### src/rtl/wishbone_arbiter.sv
`default_nettype none
// ============================================================================
// wishbone_arbiter : two-master round-robin Wishbone B3 arbiter with watchdog
// Revision         : 1.0
// ============================================================================
module wishbone_arbiter #(
  parameter int TGC_WIDTH = 3,
  parameter int TGA_WIDTH = 2,
  parameter int TIMEOUT   = 255,
  parameter int CNT_WIDTH = 8
) (
  input  logic                 clock,
  input  logic                 reset,
  input  logic                 m0_cyc_i,
  input  logic                 m0_stb_i,
  input  logic                 m0_we_i,
  input  logic [3:0]           m0_sel_i,
  input  logic [31:0]          m0_adr_i,
  input  logic [31:0]          m0_dat_i,
  input  logic [TGA_WIDTH-1:0] m0_tga_i,
  input  logic [TGC_WIDTH-1:0] m0_tgc_i,
  input  logic                 m1_cyc_i,
  input  logic                 m1_stb_i,
  input  logic                 m1_we_i,
  input  logic [3:0]           m1_sel_i,
  input  logic [31:0]          m1_adr_i,
  input  logic [31:0]          m1_dat_i,
  input  logic [TGA_WIDTH-1:0] m1_tga_i,
  input  logic [TGC_WIDTH-1:0] m1_tgc_i,
  output logic                 m0_ack_o,
  output logic                 m0_err_o,
  output logic                 m0_rty_o,
  output logic                 m1_ack_o,
  output logic                 m1_err_o,
  output logic                 m1_rty_o,
  output logic [31:0]          m_dat_o,
  output logic                 s_cyc_o,
  output logic                 s_stb_o,
  output logic                 s_we_o,
  output logic [3:0]           s_sel_o,
  output logic [31:0]          s_adr_o,
  output logic [31:0]          s_dat_o,
  output logic [TGA_WIDTH-1:0] s_tga_o,
  output logic [TGC_WIDTH-1:0] s_tgc_o,
  input  logic [31:0]          s_dat_i,
  input  logic                 s_ack_i,
  input  logic                 s_err_i,
  input  logic                 s_rty_i,
  output logic [1:0]           grant_o,
  output logic                 timeout_o
);

  localparam logic [1:0]           C_IDLE    = 2'd0;
  localparam logic [1:0]           C_GNT0    = 2'd1;
  localparam logic [1:0]           C_GNT1    = 2'd2;
  localparam logic [CNT_WIDTH-1:0] C_TIMEOUT = CNT_WIDTH'(TIMEOUT);
  localparam logic                 C_WDOG_EN = (TIMEOUT > 0);

  logic [1:0]           state_q, state_d;
  logic                 last_q, last_d;   // 1 when m1 held the most recent grant
  logic [CNT_WIDTH-1:0] cnt_q, cnt_d;
  logic                 w_gnt0, w_gnt1, w_stb, w_term, w_fire;

  always_ff @(posedge clock or posedge reset) begin
    if (reset) begin
      state_q <= C_IDLE;
      last_q  <= 1'b1;
      cnt_q   <= '0;
    end else begin
      state_q <= state_d;
      last_q  <= last_d;
      cnt_q   <= cnt_d;
    end
  end

  always_comb begin
    state_d = state_q;
    case (state_q)
      C_IDLE: begin
        if (m0_cyc_i && m1_cyc_i) state_d = last_q ? C_GNT0 : C_GNT1;
        else if (m0_cyc_i)        state_d = C_GNT0;
        else if (m1_cyc_i)        state_d = C_GNT1;
      end
      C_GNT0:  if (!m0_cyc_i) state_d = m1_cyc_i ? C_GNT1 : C_IDLE;
      C_GNT1:  if (!m1_cyc_i) state_d = m0_cyc_i ? C_GNT0 : C_IDLE;
      default: state_d = C_IDLE;
    endcase

    last_d = last_q;
    if (state_d == C_GNT0)      last_d = 1'b0;
    else if (state_d == C_GNT1) last_d = 1'b1;

    // Only an uninterrupted run of stalled strobes under one grant accumulates.
    if (!C_WDOG_EN || (state_d != state_q) || w_fire || !w_stb || w_term)
      cnt_d = '0;
    else
      cnt_d = cnt_q + 1'b1;
  end

  always_comb begin
    w_gnt0  = (state_q == C_GNT0);
    w_gnt1  = (state_q == C_GNT1);
    grant_o = {w_gnt1, w_gnt0};

    w_term = s_ack_i | s_err_i | s_rty_i;
    w_stb  = (w_gnt0 & m0_stb_i) | (w_gnt1 & m1_stb_i);
    // A real termination arriving on the limit cycle wins over the watchdog.
    w_fire = C_WDOG_EN & (cnt_q == C_TIMEOUT) & w_stb & ~w_term;

    s_cyc_o = ((w_gnt0 & m0_cyc_i) | (w_gnt1 & m1_cyc_i)) & ~w_fire;
    s_stb_o = w_stb & ~w_fire;
    s_we_o  = (w_gnt0 & m0_we_i) | (w_gnt1 & m1_we_i);
    s_sel_o = ({4{w_gnt0}} & m0_sel_i) | ({4{w_gnt1}} & m1_sel_i);
    s_adr_o = ({32{w_gnt0}} & m0_adr_i) | ({32{w_gnt1}} & m1_adr_i);
    s_dat_o = ({32{w_gnt0}} & m0_dat_i) | ({32{w_gnt1}} & m1_dat_i);
    s_tga_o = ({TGA_WIDTH{w_gnt0}} & m0_tga_i) | ({TGA_WIDTH{w_gnt1}} & m1_tga_i);
    s_tgc_o = ({TGC_WIDTH{w_gnt0}} & m0_tgc_i) | ({TGC_WIDTH{w_gnt1}} & m1_tgc_i);

    m0_ack_o  = w_gnt0 & s_ack_i;
    m0_err_o  = w_gnt0 & (s_err_i | w_fire);
    m0_rty_o  = w_gnt0 & s_rty_i;
    m1_ack_o  = w_gnt1 & s_ack_i;
    m1_err_o  = w_gnt1 & (s_err_i | w_fire);
    m1_rty_o  = w_gnt1 & s_rty_i;
    m_dat_o   = s_dat_i;
    timeout_o = w_fire;
  end

endmodule
`default_nettype wire

### config.mk
export PLATFORM = sky130hd
export DESIGN_NAME = wishbone_arbiter
export DESIGN_NICKNAME = d
export VERILOG_FILES = /design/src/rtl/wishbone_arbiter.sv
export SDC_FILE = /design/constraint.sdc
export NUM_CORES = 1
export LEC_CHECK = 0
export CORE_AREA = 2 2 120 122
export CTS_CLUSTER_DIAMETER = 60
export DETAILED_ROUTE_END_ITERATION = 7
export DIE_AREA = 0 0 122 124
export PLACE_DENSITY = 0.56
export RECOVER_POWER = 100
export SYNTH_ARGS = -nofsm -noshare
export SYNTH_HDL_FRONTEND = slang
export SYNTH_SLANG_ARGS = --single-unit
### constraint.sdc
create_clock -name clock -period 2.1 [get_ports clock]
set_input_delay 0.42 -clock clock [delete_from_list [all_inputs] [get_ports clock]]
set_output_delay 0.42 -clock clock [all_outputs]
set_load 0.02 [all_outputs]
==> flow_metrics.tcl, run 1 <==
set metrics [dict create \
    outcome "complete, no violations" \
    max_slew.worst_pin.slew_ns 0.4238 \
    synth_warnings 0 \
    crit_start "state_q[0]$_DFF_PP0_" \
    netlist_area_um2 1679 \
    post-route-period-util_pct 98.98 \
    peakVddDrop_uv 342.1 \
    critical_path.max_stage_delay_ns 0.42 \
    hp-class "reg2reg" \
    dr.first_iter.drc_count 55 \
    layout.area.seq_um2 277.8 \
    crit_arrival_ns 1.66 \
    grt_use_total_pct 11.21 \
    power.static_leakage_uw 0.001804 \
    rsz0062_at_grt "yes" \
    multi_input_comb_area_um2 1049 \
    pin_count_of_the_biggest_net_entering_global_routing 32 \
    dieArea_um2 15130 \
    worst-setup-path-type "reg2out" \
    clk_transition_reported_paths_ns 0.04 \
    tritoncts.num_buffers 3 \
    ioPinCount 306 \
    max_slew_margin_pct 71.72 \
    worst_clock_skew_ns 0.0007356 \
    power_report.internal_total_uw 1507 \
    routed_wire_length_per_instance_um 15.89 \
    portion_of_total_power_attributed_to_sequential_cells_pct 9.7 \
    power.switching_uw 1095 \
    htree_levels 1 \
    final_area_um2 4247 \
    post_synth_xor_area_fraction_pct 3.130 \
    initial_core_util_pct 12.24 \
    synth-simple-area-share_pct 11.33 \
    max_cap_violations 0 \
    timing_hold_violations_final 0 \
    area_growth_syn_to_layout_pct 152.9 \
    ys_seq_elements 11 \
    comb_power_share_pct 76.8 \
    area_after_dpl_um2 4255 \
    grt_pass1_vias 2418 \
    grt_first_pass_wirelength_um 13240 \
    achievable-frequency_ghz 0.4811 \
    synth-adder-area-share_pct 1.490 \
    synthDistinctLibCells 34 \
    wl_um 9663 \
    fin_setup_tns_ns 0 \
    routed-via-count 2414 \
    worst_ep_required_time_ns 1.68 \
    finish.utilization_pct 30.95 \
    drc 0 \
    design_power_total_uw 2602 \
    min_period_ns 2.078 \
    swShare_pct 42.09 \
    worst_setup_path_start_kind "flop" \
    antenna_violation_net_count_after_detailed_routing 0 \
    cp-end-kind "primary output" \
    cellPowerDensity_nw_per_um2 612.7 \
    worst_hold_start "last_q$_DFFE_PP1P_" \
    drive_gt1_share_pct 26.87 \
    place_congestion 0.8320 \
    cts_buffer_depth 2 \
    clkPwrFrac_pct 13.5 \
    dominant_combinational_cell_family_by_area_after_synthesis "compound AO/OA/AOI/OAI gates" \
    cts.sinks 11 \
    setup_viol 0 \
    final_net_count 620 \
    cts_tree "yes" \
    cts-hold-fix-buffers 0 \
    postSynthAreaPerCell_um2 8.567 \
    crit_path_max_fanout 4 \
    synth_sequential_area_ratio_pct 16.47 \
    critical-path-slowest-cell "sky130_fd_sc_hd__dfrtp_2" \
    clock_root_buffer "sky130_fd_sc_hd__clkbuf_16" \
    finalMaxSlewViolations 0 \
    worstPathCellList "nor2b_4 > buf_6 > a22o_4 > and3_4 > o21a_1 > buf_6" \
    post_synth_mux_area_share_pct 0.5961 \
    crit-reg2reg-launch "state_q[0]$_DFF_PP0_" \
    syn_inst 196 \
    final_cell_count_no_fill 608 \
    port_buffers 241 \
    globalRouteOverflowTotal 0 \
    syn_nets 387 \
    die-height_um 124 \
    drt_pre_antenna_iters 4 \
    cpMostUsedCell "sky130_fd_sc_hd__buf_6" \
    antenna_found_initial 0 \
    fillerInstances 1474 \
    fp.coreArea_um2 13720 \
    placed_cells_incl_taps 597 \
    die_x_um 122 \
    area_fraction_in_compound_gates_after_synthesis_pct 44.34 \
    antenna-diode-count 0 \
    post_drt_via_cell_ratio 3.970 \
    hpwl_um 7955 \
    worst_skew_late_latency_ns 0.24 \
    num_rows 43 \
]
[power groups by stage]
stage          logic [µW]  clock network, µW  registers, µW
2_1_floorplan        1100                  0            252
3_3_place_gp         2140                  0            253
3_5_place_dp         2160                  0            256
4_1_cts              2090                360            253
5_1_grt              2120                374            255
6_report             2000                350            252
[sequential cells by signal, indices dropped and copies added (netlist names)]
register and count:
cnt_q 8, state_q 2, last_q 1
[worst paths after layout]
check                                  endpoint  slack, ns  cells after the start
setup / recovery                       m0_err_o       0.02                      6
hold reg to reg              last_q$_DFFE_PP1P_       0.48                      2
min in group asynchronous  state_q[1]$_DFF_PP0_       0.61                      2
max in group asynchronous    last_q$_DFFE_PP1P_       1.16                      2
hold / removal               last_q$_DFFE_PP1P_       0.48                      2
setup reg to reg             last_q$_DFFE_PP1P_       0.41                      8
[synthesized netlist by cell type, drive strengths merged]
library cell / instances / share of area [%]
and2: 8 / 3.1
or3: 1 / 0.37
a22o: 75 / 40
nor3b: 1 / 0.45
inv: 5 / 1.1
nand4: 2 / 0.75
o21a: 2 / 0.89
o2111ai: 1 / 1.6
dfrtp: 10 / 15
mux2i: 1 / 0.60
nand3: 2 / 0.60
nor2: 12 / 2.7
dfstp: 1 / 1.6
a21boi: 1 / 0.45
xor2: 3 / 1.6
ha: 2 / 1.5
nor3: 1 / 0.30
o22ai: 1 / 0.37
buf: 47 / 20
xnor2: 3 / 1.6
clkbuf: 5 / 1.1
a21oi: 3 / 1.1
nand2: 3 / 0.67
o21ai: 1 / 0.30
nor2b: 2 / 0.89
and3: 3 / 1.5
[cell families (layout without fill, tap and decap cells)]
group | after synthesis | count (layout)
muxes | 1 | 1
buffers and inverters | 57 | 289
xor gates and xnor gates | 6 | 6
DFF | 11 | 11
and+or+nand+nor | 35 | 35
adders and majority gates | 2 | 2
AOI/OAI and AO/OA | 84 | 84
[final cells by class]
class / instances / area share (%)
clock buffer: 4 / 1.856
inverter: 5 / 0.4420
multi-input combinational: 128 / 24.69
sequential: 11 / 6.541
tap: 180 / 5.303
timing repair buffer: 280 / 61.17
[placed cells by master, fill, tap and decap left out, types with 2 or more instances in the layout]
cell type                           n
sky130_fd_sc_hd__a21oi_1            3
sky130_fd_sc_hd__a22o_1            74
sky130_fd_sc_hd__and2_1             6
sky130_fd_sc_hd__buf_12             6
sky130_fd_sc_hd__buf_4             30
sky130_fd_sc_hd__buf_6              3
sky130_fd_sc_hd__clkbuf_1          12
sky130_fd_sc_hd__clkbuf_16          3
sky130_fd_sc_hd__clkbuf_2          33
sky130_fd_sc_hd__clkdlybuf4s15_1   10
sky130_fd_sc_hd__clkdlybuf4s15_2   24
sky130_fd_sc_hd__clkdlybuf4s50_1  154
sky130_fd_sc_hd__dfrtp_1            9
sky130_fd_sc_hd__dlygate4sd2_1      4
sky130_fd_sc_hd__dlygate4sd3_1      2
sky130_fd_sc_hd__inv_1              5
sky130_fd_sc_hd__nand2_1            3
sky130_fd_sc_hd__nand4_1            2
sky130_fd_sc_hd__nor2_1            12
sky130_fd_sc_hd__nor2b_4            2
sky130_fd_sc_hd__o21a_1             2
sky130_fd_sc_hd__xnor2_1            3
sky130_fd_sc_hd__xor2_1             3
[metrics by stage]
step                worst slack (ns)  hold slack (ns)
floorplan                     0.2437           0.2717
global placement             -0.4032           0.4651
detailed placement           -0.4264           0.4765
CTS                         -0.01485           0.4833
global route                -0.03322           0.4942
finish                       0.02151           0.4768
[routing by layer]
metal / part of all wire [%] / wire, µm / track usage [%] / vias up
li1: - / - / - / 1178
met1: 40 / 3884 / 13.89 / 1131
met2: 51 / 4956 / 19.80 / 83
met3: 6.7 / 648 / 1.877 / 22
met4: 1.8 / 174 / 3.520 / 0
met5: 0 / 0 / 0 / -
[timing repair]
action | in CTS | in global routing
buffers inserted | 4 | 2
resized for setup | 256 | 32
pin swaps | 3 | 2
endpoints found under the hold margin | 0 | 0
setup endpoints to repair | 84 | 62
cloned | 1 | 0
[critical path, delay by kind of cell (launching register included)]
kind / cells / cell delay (ns)
and+or+nand+nor: 2 / 0.31
DFF: 1 / 0.42
buffers and inverters: 2 / 0.26
AOI/OAI and AO/OA: 2 / 0.43
Note: power is estimated with default switching activity, not from simulation.
==> run 2, diff against run 1 <==
--- a/config.mk
+++ b/config.mk
@@ -5,11 +5,12 @@
 export SDC_FILE = /design/constraint.sdc
 export NUM_CORES = 1
 export LEC_CHECK = 0
-export CORE_AREA = 2 2 120 122
+export ABC_AREA = 1
+export CORE_AREA = 2 2 118 120
 export CTS_CLUSTER_DIAMETER = 60
 export DETAILED_ROUTE_END_ITERATION = 7
-export DIE_AREA = 0 0 122 124
-export PLACE_DENSITY = 0.56
+export DIE_AREA = 0 0 120 122
+export PLACE_DENSITY = 0.57
 export RECOVER_POWER = 100
 export SYNTH_ARGS = -nofsm -noshare
 export SYNTH_HDL_FRONTEND = slang
==> run 2 against run 1 <==
Effect of this change: routed wire length rose by 23%; non-clock buffer count decreased by 11; first-iteration DRC count increased by 38%; power is 100% higher; sequential power increased by 12%; largest cell class unchanged.
==> flow_metrics.tcl, run 2 <==
set metrics [dict create \
    cts_buffer_depth 2 \
    worst_clock_skew_ns 0.005942 \
    cts.sinks 11 \
    worstPathCellList "inv_2 > nor2_4 > buf_12 > buf_12 > a22o_1 > buf_12" \
    clk_transition_reported_paths_ns 0.04 \
    synth_warnings 0 \
    die-height_um 122 \
    htree_levels 1 \
    worst_hold_start "last_q$_DFFE_PP1P_" \
    syn_nets 405 \
    worst_hold_path_depth 2 \
    antenna-diode-count 0 \
    r2r_setup_slack_ns 0.33 \
    drt_pre_antenna_iters 4 \
    fp.coreArea_um2 13500 \
    place_congestion 0.7744 \
    min_period_ns 2.094 \
    clkPwrFrac_pct 6.8 \
    post_drt_via_cell_ratio 4.110 \
    cp_top_family "buffers and inverters" \
    max_slew.worst_pin.slew_ns 0.4221 \
    synth.most_common_cell "sky130_fd_sc_hd__a22o_1" \
    layout.cells.most_common "sky130_fd_sc_hd__clkdlybuf4s50_1" \
    number_of_enable_flip_flop_cells_after_synthesis 0 \
    reg.largest.list "cnt_q (8), state_q (2), last_q (1)" \
    setup_viol 0 \
    postSynthAreaPerCell_um2 7.659 \
    max_cap_violations 0 \
    power_report.internal_total_uw 2710 \
    wl_um 11920 \
    antenna_violation_net_count_after_detailed_routing 0 \
    fin_setup_tns_ns 0 \
    area_growth_syn_to_layout_pct 175.3 \
    pin_count_of_the_biggest_net_entering_global_routing 36 \
    ys_async_rst_share_pct 100.0 \
    regToRegEndpoint "last_q$_DFFE_PP1P_" \
    reg2regPathDepth 9 \
    worst_setup_path_start_kind "flop" \
    port_buffers 241 \
    outcome "complete, no violations" \
    crit_arrival_ns 1.67 \
    routed_wire_length_per_instance_um 19.31 \
    dr.first_iter.drc_count 76 \
    cpMostUsedCell "sky130_fd_sc_hd__buf_12" \
    clock_root_buffer "sky130_fd_sc_hd__clkbuf_16" \
    syn_inst 214 \
    routed-via-count 2536 \
    commonest_cells_after_routing_fill_and_taps_aside "155 x sky130_fd_sc_hd__clkdlybuf4s50_1, 58 x sky130_fd_sc_hd__a22o_1, 33 x sky130_fd_sc_hd__buf_2" \
    synthFlopType "sky130_fd_sc_hd__dfrtp_1" \
    drive_gt1_share_pct 30.66 \
    drc 0 \
    worst-setup-path-type "reg2out" \
    max_slew_margin_pct 71.83 \
    hpwl_um 9741 \
    comb_power_share_pct 87.8 \
    antenna_found_initial 0 \
    largest_reg_flops 8 \
    tritoncts.num_buffers 3 \
    crit_path_max_fanout 25 \
    synth.area.top_cells "sky130_fd_sc_hd__a22o_1 40%, sky130_fd_sc_hd__buf_4 16%, sky130_fd_sc_hd__dfrtp_1 15%, sky130_fd_sc_hd__nor2_1 4.4%, sky130_fd_sc_hd__inv_1 3.7%" \
    worst-path-buf-inv 4 \
    synth_sequential_area_ratio_pct 16.87 \
    portion_of_total_power_attributed_to_sequential_cells_pct 5.4 \
    critical-path-slowest-cell "sky130_fd_sc_hd__dfrtp_1" \
    timing_hold_violations_final 0 \
    hp-class "reg2reg" \
    initial_core_util_pct 12.14 \
    worst_skew_late_latency_ns 0.24 \
    die_x_um 120 \
    synthDistinctLibCells 20 \
    grt_pass1_vias 2502 \
    cp-end-kind "primary output" \
    globalRouteOverflowTotal 0 \
    power.static_leakage_uw 0.002004 \
    synth_largest_area_cell "sky130_fd_sc_hd__a22o_1" \
    synth.top_cell.area_share_pct 39.54 \
    grt_first_pass_wirelength_um 15420 \
    achievable-frequency_ghz 0.4775 \
    cellPowerDensity_nw_per_um2 1159 \
    largest_register "cnt_q" \
    num_rows 43 \
    grt_use_total_pct 14.09 \
    ioPinCount 306 \
    finalMaxSlewViolations 0 \
    synth_top_cells_by_count "74 x sky130_fd_sc_hd__a22o_1, 34 x sky130_fd_sc_hd__buf_4, 19 x sky130_fd_sc_hd__nor2_1, 16 x sky130_fd_sc_hd__inv_1, 13 x sky130_fd_sc_hd__nand2_1" \
    finish.utilization_pct 33.41 \
    worst_ep_required_time_ns 1.68 \
    final_net_count 629 \
    timing.hold.worst_endpoint "last_q$_DFFE_PP1P_" \
    power.switching_uw 2521 \
    rsz0062_at_grt "yes" \
    crit-reg2reg-launch "state_q[1]$_DFF_PP0_" \
    dieArea_um2 14640 \
    netlist_area_um2 1639 \
    peakVddDrop_uv 533.3 \
    cts_tree "yes" \
    ys_seq_elements 11 \
    post-route-period-util_pct 99.73 \
    swShare_pct 48.20 \
    critical_path.max_stage_delay_ns 0.42 \
]
run 2: cell types whose count changed after synthesis, sizes merged, moves of 2 or more:
| cell | previous run | this run |
|---|---|---|
| and3 | 3 | 0 |
| nor2b | 2 | 0 |
| o21a | 2 | 0 |
| a21oi | 3 | 6 |
| inv | 5 | 18 |
| nor2 | 12 | 20 |
| buf | 47 | 44 |
| and2 | 8 | 0 |
| nand2 | 3 | 13 |
| o21ai | 1 | 4 |
| nand3 | 2 | 8 |
run 2: power by group through the flow:
stage	Clock, µW	Combinational (µW)	Sequential [µW]
after detailed placement	0	4660	283
after global placement	0	4670	282
after global routing	370	4890	285
after floorplan	0	2120	275
after CTS	362	4670	281
final	354	4590	282
run 2: tightest hold or removal path: stages (launching register included):
cell	delay (ns)
sky130_fd_sc_hd__dfstp_2	0.36
sky130_fd_sc_hd__nand2_1	0.04
sky130_fd_sc_hd__o21ai_0	0.08
run 2: area by class of cell:
cell class	count	area (µm²)
well taps	180	225.2
clock buffers	4	78.83
multi-input cells	135	1186
repair buffers	269	2675
flip-flops and latches	11	276.5
inverters	18	70.07
fillers	1380	8992
run 2: how the worst max path moves through the flow:
stage | depth (start not counted) | to | start | slack [ns]
floorplan | 5 | m0_err_o | cnt_q[0]$_DFF_PP0_ | 0.19
global placement | 7 | m1_err_o | s_ack_i | -0.46
detailed placement | 7 | m1_err_o | s_rty_i | -0.52
CTS | 8 | m0_err_o | s_rty_i | -0.006
global route | 7 | m0_err_o | cnt_q[1]$_DFF_PP0_ | -0.06
finish | 6 | s_we_o | state_q[0]$_DFF_PP0_ | 0.006
run 2: repair_timing:
item                       4_1_cts  5_1_grt
setup endpoints to repair       85       57
buffers inserted                 2        1
gates cloned                     0        1
pin swaps                        3        5
hold buffers                     0        0
gates resized for setup        190       66
run 2: kinds of logic after synthesis:
| group | count (synthesis) | share of synthesized area, % |
|---|---|---|
| XOR/XNOR | 4 | 2.138 |
| AND/OR/NAND/NOR | 44 | 12.06 |
| AO/OA/AOI/OAI | 85 | 43.28 |
| adder cells (fa/ha/maj) | 2 | 1.526 |
| flip-flops | 11 | 16.87 |
| buffers and inverters | 68 | 24.12 |
run 2: per-stage QoR:
step	worst slack, ns	hold slack, ns	cells	power [µW]	area, µm²
after floorplan	0.1861	0.2717	214	2395	1639
after global placement	-0.4568	0.4729	609	4950	4369
after detailed placement	-0.5227	0.4815	609	4947	4369
after CTS	-0.005968	0.4875	615	5311	4604
after global routing	-0.06228	0.5434	617	5550	4512
final	0.005703	0.4919	617	5231	4512
run 2: routing by layer:
layer / wire length [µm] / share of wire [%] / vias to the layer above / track usage (%)
met4: 25 / 0.21 / 0 / 1.618
met1: 4931 / 41 / 1191 / 17.70
li1: - / - / 1201 / -
met5: 0 / 0 / - / 0
met2: 5002 / 42 / 142 / 19.99
met3: 1955 / 16 / 2 / 10.16
==> run 3, diff against run 2 <==
--- a/config.mk
+++ b/config.mk
@@ -10,6 +10,7 @@
 export CTS_CLUSTER_DIAMETER = 60
 export DETAILED_ROUTE_END_ITERATION = 7
 export DIE_AREA = 0 0 120 122
+export GPL_TIMING_DRIVEN = 0
 export PLACE_DENSITY = 0.57
 export RECOVER_POWER = 100
 export SYNTH_ARGS = -nofsm -noshare
==> run 3 against run 2 <==
Effect of this change: global-route usage increased by 1.1 points; sequential cell count stayed put; first-iteration DRC count is 9.2% higher; clock power fell by 2%; hold slack lost 0.032 ns; fmax grew 2.0%; utilization up 1.7 points; clock skew fell by 0.0050 ns; final cell count increased by 11%; critical endpoint is now m1_err_o.
==> flow_metrics.tcl, run 3 (synthesis results as in run 2) <==
set metrics [dict create \
    reg2regPathDepth 8 \
    regToRegEndpoint "cnt_q[7]$_DFF_PP0_" \
    grt_use_total_pct 15.17 \
    critical_path.max_stage_delay_ns 0.41 \
    hp-class "reg2reg" \
    dieArea_um2 14640 \
    antenna_violation_net_count_after_detailed_routing 0 \
    num_rows 43 \
    crit_start "s_rty_i" \
    fp.coreArea_um2 13500 \
    routed-via-count 2684 \
    endpoint_of_the_worst_setup_timing_path "m1_err_o" \
    worstPathCellList "clkdlybuf4s50_1 > inv_1 > nand3_2 > nor2_4 > nand3_4 > a21oi_1 > buf_4" \
    grt_first_pass_wirelength_um 16770 \
    crit-reg2reg-launch "state_q[1]$_DFF_PP0_" \
    worst_clock_skew_ns 0.0009633 \
    cellPowerDensity_nw_per_um2 1040 \
    peakVddDrop_uv 413.2 \
    cts.sinks 11 \
    reg.largest.list "cnt_q (8), state_q (2), last_q (1)" \
    wl_um 12490 \
    critical-path-slowest-cell "sky130_fd_sc_hd__clkdlybuf4s50_1" \
    portion_of_total_power_attributed_to_sequential_cells_pct 5.8 \
    drc 0 \
    min_period_ns 2.053 \
    worst_setup_path_start_kind "input pin" \
    place_congestion 0.7944 \
    r2r_setup_slack_ns 0.41 \
    max_cap_violations 0 \
    max_slew_margin_pct 71.87 \
    worst-setup-path-type "in2out" \
    design_power_total_uw 4925 \
    post_drt_via_cell_ratio 3.935 \
    rsz0062_at_grt "yes" \
    area_after_dpl_um2 4597 \
    tritoncts.num_buffers 3 \
    worst_hold_path_depth 1 \
    setup_viol 0 \
    cts_buffer_depth 2 \
    dr.first_iter.drc_count 83 \
    drt_pre_antenna_iters 4 \
    worst_skew_late_latency_ns 0.24 \
    post-route-period-util_pct 97.76 \
    ioPinCount 306 \
    port_buffers 273 \
    commonest_cells_after_routing_fill_and_taps_aside "155 x sky130_fd_sc_hd__clkdlybuf4s50_1, 69 x sky130_fd_sc_hd__a22o_1, 53 x sky130_fd_sc_hd__buf_4" \
    worst-path-buf-inv 3 \
    achievable-frequency_ghz 0.4871 \
    power.switching_uw 2463 \
    routed_wire_length_per_instance_um 18.31 \
    die_x_um 120 \
    swShare_pct 50.02 \
    clock_root_buffer "sky130_fd_sc_hd__clkbuf_16" \
    die-height_um 122 \
    cts-hold-fix-buffers 0 \
    hpwl_um 10610 \
    grt_pass1_vias 2692 \
    layout.cells.most_common "sky130_fd_sc_hd__clkdlybuf4s50_1" \
    max_slew.worst_pin.slew_ns 0.4215 \
    largest_reg_flops 8 \
    comb_power_share_pct 87.1 \
    critical_path_depth 7 \
    largest_register "cnt_q" \
    drive_gt1_share_pct 31.74 \
    worst_ep_required_time_ns 1.68 \
    power.static_leakage_uw 0.002172 \
    htree_levels 1 \
    timing_hold_violations_final 0 \
    crit_arrival_ns 1.63 \
    final_area_um2 4736 \
    pin_count_of_the_biggest_net_entering_global_routing 12 \
    cp_top_family "buffers and inverters" \
    power_report.internal_total_uw 2461 \
    outcome "complete, no violations" \
    clk_transition_reported_paths_ns 0.04 \
    cp-end-kind "primary output" \
    initial_core_util_pct 12.14 \
    clkPwrFrac_pct 7.1 \
    cts_tree "yes" \
    crit_path_max_fanout 3 \
    finalMaxSlewViolations 0 \
    globalRouteOverflowTotal 0 \
    final_net_count 693 \
    antenna_found_initial 1 \
    area_growth_syn_to_layout_pct 188.9 \
]
run 3: metal layers:
| metal | vias to the layer above | share of wire [%] | global-route usage (%) |
|---|---|---|---|
| li1 | 1327 | - | - |
| met1 | 1222 | 42 | 20.21 |
| met2 | 130 | 43 | 21.56 |
| met3 | 5 | 15 | 8.989 |
| met4 | 0 | 0.37 | 1.765 |
| met5 | - | 0 | 0 |
run 3: layout make-up:
cell class                      count  area, µm²
Inverter                           18      67.56
Fill cell                        1426       8768
Timing Repair Buffer              283       2584
Tap cell                          180      225.2
Antenna cell                        1      2.502
Sequential cell                    11      277.8
Clock buffer                        4      78.83
Buffer                             50      434.2
Multi-Input combinational cell    135       1066
run 3: worst min-delay path by stage:
stage | start | end | slack, ns
detailed placement | cnt_q[0]$_DFF_PP0_ | cnt_q[0]$_DFF_PP0_ | 0.45
global route | cnt_q[0]$_DFF_PP0_ | cnt_q[0]$_DFF_PP0_ | 0.51
finish | cnt_q[0]$_DFF_PP0_ | cnt_q[0]$_DFF_PP0_ | 0.46
floorplan | reset | cnt_q[0]$_DFF_PP0_ | 0.27
global placement | cnt_q[0]$_DFF_PP0_ | cnt_q[0]$_DFF_PP0_ | 0.45
CTS | cnt_q[0]$_DFF_PP0_ | cnt_q[0]$_DFF_PP0_ | 0.45
run 3: power groups by stage:
stage                     Clock [µW]  Sequential, µW  Combinational [µW]
final                            348             286                4290
after global routing             363             289                4570
after CTS                        355             284                4220
after detailed placement           0             281                4280
after global placement             0             278                4290
after floorplan                    0             275                2120
run 3: repair_timing:
action	in CTS	in global routing
pin swaps	4	4
endpoints found under the hold margin	0	0
setup buffers	9	1
endpoints found under the setup margin	85	72
gates cloned	0	0
gates resized for setup	308	92
run 3: stage by stage:
stage / TNS, ns / worst slack (ns) / hold slack (ns) / instances / util [%]
after floorplan: 0 / 0.1861 / 0.2717 / 214 / -
after global placement: -52.47 / -0.7915 / 0.4532 / 667 / 34.04
after detailed placement: -49.89 / -0.7617 / 0.4492 / 667 / 34.04
after CTS: -0.1143 / -0.1143 / 0.4544 / 680 / 34.92
after global routing: -0.07000 / -0.02666 / 0.5054 / 681 / 35.05
final: 0 / 0.04710 / 0.4600 / 682 / 35.07
run 3: worst register-to-register path, cell delays in order, from the launching register on:
cell and delay [ns]:
sky130_fd_sc_hd__dfrtp_1 0.42, sky130_fd_sc_hd__inv_2 0.08, sky130_fd_sc_hd__nor2_4 0.14, sky130_fd_sc_hd__buf_4 0.13, sky130_fd_sc_hd__nand2_1 0.05, sky130_fd_sc_hd__nand2_2 0.10
sky130_fd_sc_hd__a21boi_4 0.20, sky130_fd_sc_hd__nand4_1 0.30, sky130_fd_sc_hd__nor2_1 0.19
